`config.mk`:
```
export PLATFORM = sky130hd
export DESIGN_NAME = kogge_stone_pipe
export DESIGN_NICKNAME = d
export VERILOG_FILES = /design/src/rtl/kogge_stone_pipe.sv
export SDC_FILE = /design/constraint.sdc
export NUM_CORES = 1
export LEC_CHECK = 0
export ABC_AREA = 1
export BUFFER_PORTS_ARGS = -buffer_cell sky130_fd_sc_hd__buf_4
export CAP_MARGIN = 20
export CORE_ASPECT_RATIO = 1.5
export CORE_MARGIN = 5
export CORE_UTILIZATION = 38
export CTS_CLUSTER_DIAMETER = 60
export DETAILED_ROUTE_END_ITERATION = 8
export PLACE_DENSITY_LB_ADDON = 0.05
export SLEW_MARGIN = 0
export SYNTH_ARGS = -nofsm -noshare
export SYNTH_HDL_FRONTEND = slang
export SYNTH_SLANG_ARGS = --single-unit
```
`constraint.sdc`:
```
create_clock -name clk -period 1.3 [get_ports clk]
set_clock_uncertainty 0.05 [all_clocks]
set_input_delay 0.26 -clock clk [delete_from_list [all_inputs] [get_ports clk]]
set_output_delay 0.26 -clock clk [all_outputs]
set_load 0.1 [all_outputs]
```
`src/rtl/kogge_stone_pipe.sv`:
```
// kogge_stone_pipe: pipelined Kogge-Stone adder/subtractor with valid/ready
// handshakes on both sides and a single global stall.
//
// Parameters
//   WIDTH      operand/sum width (>= 2); LEVELS = ceil(log2(WIDTH)) prefix levels
//   REG_EVERY  a register follows prefix level k when k % REG_EVERY == 0 and k < LEVELS
//
// Ports
//   clk, rst_n            clock, asynchronous active-low reset
//   in_valid / in_ready   operand beat handshake (in_ready is combinational)
//   in_a, in_b            operands
//   in_cin                carry-in (ignored when in_sub = 1)
//   in_sub                1: a + ~b + 1, 0: a + b + cin
//   out_valid / out_ready result beat handshake
//   out_sum, out_cout     result and MSB carry-out (sub: 1 = no borrow)
//   out_ovf               signed overflow, present only with KOGGE_STONE_OVF_EN
//
// Optional feature macro: KOGGE_STONE_OVF_EN
module kogge_stone_pipe #(
  parameter int WIDTH     = 16,
  parameter int REG_EVERY = 2
) (
  input  logic             clk,
  input  logic             rst_n,
  input  logic             in_valid,
  output logic             in_ready,
  input  logic [WIDTH-1:0] in_a,
  input  logic [WIDTH-1:0] in_b,
  input  logic             in_cin,
  input  logic             in_sub,
  output logic             out_valid,
  input  logic             out_ready,
  output logic [WIDTH-1:0] out_sum,
  output logic             out_cout
`ifdef KOGGE_STONE_OVF_EN
  ,
  output logic             out_ovf
`endif
);

  localparam int LEVELS = (WIDTH < 2) ? 1 : $clog2(WIDTH);

  // g/p evolve through the prefix tree; p0 (bitwise propagate) and cin ride
  // along unchanged for the final sum.
  typedef struct packed {
    logic [WIDTH-1:0] g;
    logic [WIDTH-1:0] p;
    logic [WIDTH-1:0] p0;
    logic             cin;
  } beat_t;

  logic  advance;
  beat_t lvl      [LEVELS+1];
  logic  vld_pipe [LEVELS+1];

  // Global stall: everything moves together whenever the output slot frees.
  logic out_valid_q;
  assign advance  = !out_valid_q || out_ready;
  assign in_ready = advance;

  // ---------------- S0 input register ----------------
  logic [WIDTH-1:0] b_eff;
  beat_t s0_d, s0_q;
  logic  s0_vld_d, s0_vld_q;

  assign b_eff = in_b ^ {WIDTH{in_sub}};

  always_comb begin
    s0_d.p   = in_a ^ b_eff;
    s0_d.g   = in_a & b_eff;
    s0_d.p0  = in_a ^ b_eff;
    s0_d.cin = in_sub | in_cin;
    s0_vld_d = in_valid;
  end

  always_ff @(posedge clk or negedge rst_n) begin
    if (!rst_n) begin
      s0_q     <= '0;
      s0_vld_q <= 1'b0;
    end else if (advance) begin
      s0_vld_q <= s0_vld_d;
      if (s0_vld_d) s0_q <= s0_d;
    end
  end

  assign lvl[0]      = s0_q;
  assign vld_pipe[0] = s0_vld_q;

  // ---------------- prefix levels ----------------
  for (genvar k = 1; k <= LEVELS; k++) begin : g_lvl
    localparam int DIST = 1 << (k - 1);
    beat_t src, lvl_d;

    always_comb begin
      src = lvl[k-1];
      // Fold cin into bit 0 before level 1 so every span that reaches bit 0
      // (including position 1 at this level) sees the carry-in.
      if (k == 1) src.g[0] = lvl[k-1].g[0] | (lvl[k-1].p[0] & lvl[k-1].cin);
      lvl_d = src;
      for (int i = DIST; i < WIDTH; i++) begin
        lvl_d.g[i] = src.g[i] | (src.p[i] & src.g[i-DIST]);
        lvl_d.p[i] = src.p[i] & src.p[i-DIST];
      end
    end

    if ((k < LEVELS) && (k % REG_EVERY == 0)) begin : g_reg
      beat_t lvl_q;
      logic  vld_q;
      always_ff @(posedge clk or negedge rst_n) begin
        if (!rst_n) begin
          lvl_q <= '0;
          vld_q <= 1'b0;
        end else if (advance) begin
          vld_q <= vld_pipe[k-1];
          if (vld_pipe[k-1]) lvl_q <= lvl_d;
        end
      end
      assign lvl[k]      = lvl_q;
      assign vld_pipe[k] = vld_q;
    end else begin : g_comb
      assign lvl[k]      = lvl_d;
      assign vld_pipe[k] = vld_pipe[k-1];
    end
  end

  // ---------------- output stage ----------------
  logic [WIDTH-1:0] carry;
  logic             out_valid_d;
  logic [WIDTH-1:0] out_sum_d, out_sum_q;
  logic             out_cout_d, out_cout_q;
  logic             out_ovf_d, out_ovf_q;

  always_comb begin
    carry       = lvl[LEVELS].g;
    out_valid_d = vld_pipe[LEVELS];
    out_sum_d   = lvl[LEVELS].p0 ^ {carry[WIDTH-2:0], lvl[LEVELS].cin};
    out_cout_d  = carry[WIDTH-1];
    out_ovf_d   = carry[WIDTH-2] ^ carry[WIDTH-1];
  end

  // Result fields only load with a valid beat, so they hold otherwise.
  always_ff @(posedge clk or negedge rst_n) begin
    if (!rst_n) begin
      out_valid_q <= 1'b0;
      out_sum_q   <= '0;
      out_cout_q  <= 1'b0;
      out_ovf_q   <= 1'b0;
    end else if (advance) begin
      out_valid_q <= out_valid_d;
      if (out_valid_d) begin
        out_sum_q  <= out_sum_d;
        out_cout_q <= out_cout_d;
        out_ovf_q  <= out_ovf_d;
      end
    end
  end

  assign out_valid = out_valid_q;
  assign out_sum   = out_sum_q;
  assign out_cout  = out_cout_q;
`ifdef KOGGE_STONE_OVF_EN
  assign out_ovf   = out_ovf_q;
`else
  logic unused_ovf;
  assign unused_ovf = out_ovf_q;
`endif

endmodule

```
==> impl_metrics.csv <==
group,metric,value,unit
route,drt_iter0_drc,115,
setup_path,crit_chain,"inv_2, nor2_4, inv_8, buf_12",
finish,fill_cells,1155,
synth,synth-compound-area-share,0.0980,
route,vias_per_cell,4.61,
synth,ys_types,23,
timing,tightest_slew,0.442,ns
global_route,grt_pass1_wl,18.5,mm
synth,yosys.area_share.adder,0.0429,
global_route,grt_usage,0.160,
synth,synth.net_count,609,
floorplan,die_h,146,um
global_route,grt_max_degree,47,
global_route,antenna_found_initial,0,
global_route,grt_use_met1,0.221,
run_status,status,"finished with violations",
setup_path,worstPathArrival,1.16,ns
finish,area_delta_synth_final,35.8,%
floorplan,fp-row-count,49,
synth,synth_top_family_by_area,"simple AND/OR/NAND/NOR gates",
setup_path,crit_family,"flip-flops",
timing,rsz0062_at_grt,"true",
power,ir_drop,0.000738,V
clock_tree,htreeDepth,3,
route,drcViolationCount,0,
timing,fin_tns_setup,-10.24,ns
synth,synth_area_leaders,"dfrtp_1, nand2_1, o21ai_0, inv_1, ha_1",
route,num_vias,3674,
finish,seqCellArea,2460,sq um
synth,synth.avg_cell_area,8.42,sq um
placement,gp_congestion,0.823,
global_route,use_met2,0.251,
finish,layout.nets,693,
floorplan,die_w,101,um
global_route,grt_use_met3,0.0197,
route,dr.pass1.iters,4,
setup_path,crit_type,"flop to primary output",
synth,synth_cells,555,
clock_tree,numCtsBuffers,9,
global_route,gr-max-usage-layer,"met2",
setup_path,cp_slowest_cell,"dfrtp_4",
global_route,grt_pass1_vias,3686,
setup_path,crit_path_start_kind,"flop",
finish,final_cell_area,6340,sq um
finish,fin_cells,797,
setup_path,crit_path_max_fanout,3,
clock_tree,clk_latency,0.34,ns
synth,synthSimpleGateAreaFrac,0.212,
synth,synthMuxAreaShare,0,
timing,worst_slack,-0.174,ns
min_path,hold_class,"input pin to flop",
route,routedWlPerCell,14.5,um
global_route,grt_overflow,0,
placement,place_area,5400,sq um
synth,yosysSeqAreaShare,0.525,
setup_path,max_stage_delay,0.41,ns
route,routed_wl,11.5,mm
synth,synth_area,4670,sq um
clock_tree,cts.clk_slew.worst_paths,0.06,ns
run,drv_cap,0,
floorplan,dieArea,14700,sq um
timing,clock.fmax,678,MHz
placement,place_inst,763,
timing,hold_violations,0,
finish,multiInputGateArea,2090,sq um
setup_path,cp.buffers_inverters,3,
route,ant_nets,0,
timing,finalSetupViolCount,98,
finish,diodes,0,
floorplan,ioPinCount,57,
power,p_leak,3.27,nW
placement,hpwl,7.76,mm
clock_tree,cts_sinks,98,
synth,ys_ff_latch,98,
power,power,14.4,mW
timing,relSlewSlack,0.702,
synth,synth_xor_xnor_area_share,0.0450,
timing,period_share,1.13,
clock_tree,cts_tree,"yes",
power,power.density,2260,nW/um^2
synth,synth_top_area_frac,0.525,
floorplan,initial_core_util,0.389,
synth,synth_top_area_cell,"dfrtp_1",
synth,yosysWarningCount,0,
clock_tree,cts_max_path_buffers,2,
clock_tree,cts-root-buf,"clkbuf_16",
finish,drive_above_1_share,0.272,
floorplan,fp.coreArea,12000,sq um
setup_path,required,0.99,ns
placement,port_buffers,56,
timing,slew_violations,0,
timing,min_period,1.47,ns
setup_path,critPathCaptureType,"primary output",
run_status,violations,"setup timing",
[repair_timing]
action                     4_1_cts  5_1_grt
setup buffers                    3        3
setup endpoints to repair       83       75
gates cloned                     5        6
resized for setup               44       92
hold endpoints to repair        14        0
pin swaps                        2        7
hold buffers                     1        0
[cell families after synthesis]
family / Yosys count
flip-flops: 98
XOR/XNOR: 24
buffers and inverters: 82
adder cells (fa/ha/maj): 16
AND/OR/NAND/NOR: 247
AO/OA/AOI/OAI: 88
[cell usage after synthesis, drive strengths merged]
cell type and instances:
o21bai 1, a21oi 19, or2 1, xor2 19, nand3b 1, clkbuf 1
xnor2 5, inv 62, dfrtp 98, ha 16, nand3 28, buf 19
o21ai 68, nand2 197, nor2 20
[metal layers]
| layer | share of wire | wire length, um | vias to the layer above |
|---|---|---|---|
| met1 | 0.46 | 5250 | 1677 |
| li1 | - | - | 1912 |
| met5 | 0 | 0 | - |
| met2 | 0.49 | 5620 | 72 |
| met4 | 0.022 | 255 | 0 |
| met3 | 0.034 | 395 | 13 |
[final timing paths]
path | from | to | slack, ns | cells after the start
max | out_valid$_DFFE_PN0N_ | in_ready | -0.17 | 4
min | in_cin | g_lvl[1].lvl_d[0]$_DFFE_PN0P_ | 0.11 | 3
max reg2reg | out_valid$_DFFE_PN0N_ | g_lvl[2].g_reg.lvl_q[42]$_DFFE_PN0P_ | -0.17 | 8
min reg2reg | g_lvl[2].g_reg.lvl_q[23]$_DFFE_PN0P_ | g_lvl[2].g_reg.lvl_q[23]$_DFFE_PN0P_ | 0.43 | 2
max in group asynchronous | rst_n | g_lvl[2].g_reg.lvl_q[42]$_DFFE_PN0P_ | 0.40 | 3
min in group asynchronous | rst_n | out_sum[1]$_DFFE_PN0P_ | 0.28 | 2
[final cells by class]
class                   instances  area share
repair buffers                 93       0.168
multi-input cells             375       0.329
clock buffers                  14      0.0432
clock inverters                 2     0.00158
well taps                     153      0.0302
flip-flops and latches         98       0.387
inverters                      62      0.0406
[where the power goes]
part | internal, mW | switching [mW]
logic | 2.44 | 4.47
clock network | 1.45 | 1.12
registers | 4.09 | 0.786
total | 7.98 | 6.37
[cell usage in the layout (no fill, tap or decap), types with 2 or more instances in the layout]
| master | Yosys | final |
|---|---|---|
| buf_16 | 0 | 3 |
| buf_6 | 4 | 24 |
| inv_4 | 0 | 2 |
| nor2_1 | 17 | 13 |
| nor2_2 | 1 | 4 |
| nand3_1 | 28 | 25 |
| ha_1 | 16 | 16 |
| clkbuf_8 | 0 | 3 |
| clkinv_2 | 0 | 2 |
| nor2_4 | 2 | 3 |
| buf_4 | 2 | 48 |
| o21ai_0 | 46 | 16 |
| o21ai_2 | 4 | 20 |
| buf_12 | 0 | 9 |
| buf_8 | 0 | 4 |
| inv_1 | 58 | 57 |
| o21ai_1 | 18 | 32 |
| clkbuf_1 | 1 | 2 |
| dfrtp_1 | 98 | 97 |
| nand2_1 | 196 | 165 |
| nand3_2 | 0 | 3 |
| xnor2_1 | 5 | 5 |
| clkbuf_16 | 0 | 13 |
| xor2_1 | 19 | 19 |
| a21oi_1 | 19 | 19 |
| nand2_2 | 1 | 21 |
| nand2_4 | 0 | 10 |
[worst register-to-register path, cell delays in order, from the launching register on]
cell       delay, ns
dfrtp_4         0.48
inv_2           0.07
nor2_4          0.05
buf_6           0.12
nor2_4          0.16
buf_6           0.17
clkbuf_16       0.17
nor2_2          0.04
a21oi_1         0.10
[metrics by stage]
stage | utilization | worst slack (ns) | hold slack (ns)
after floorplan | - | -0.358 | -0.0856
after global placement | 0.449 | -0.0461 | 0.103
after detailed placement | 0.449 | -0.0871 | 0.110
after CTS | 0.493 | -0.192 | 0.0998
after global routing | 0.528 | -0.250 | 0.132
final | 0.528 | -0.174 | 0.105
[state kept, by name, indices dropped and copies added (netlist names)]
register,cells
out_valid,1
g_lvl.g_reg.vld_q,1
s0_vld_q,1
g_lvl.lvl_d,17
carry,4
g_lvl.src,15
out_sum,16
out_cout,1
g_lvl.g_reg.lvl_q,41
lvl,1
Note: power is estimated with default switching activity, not from simulation.
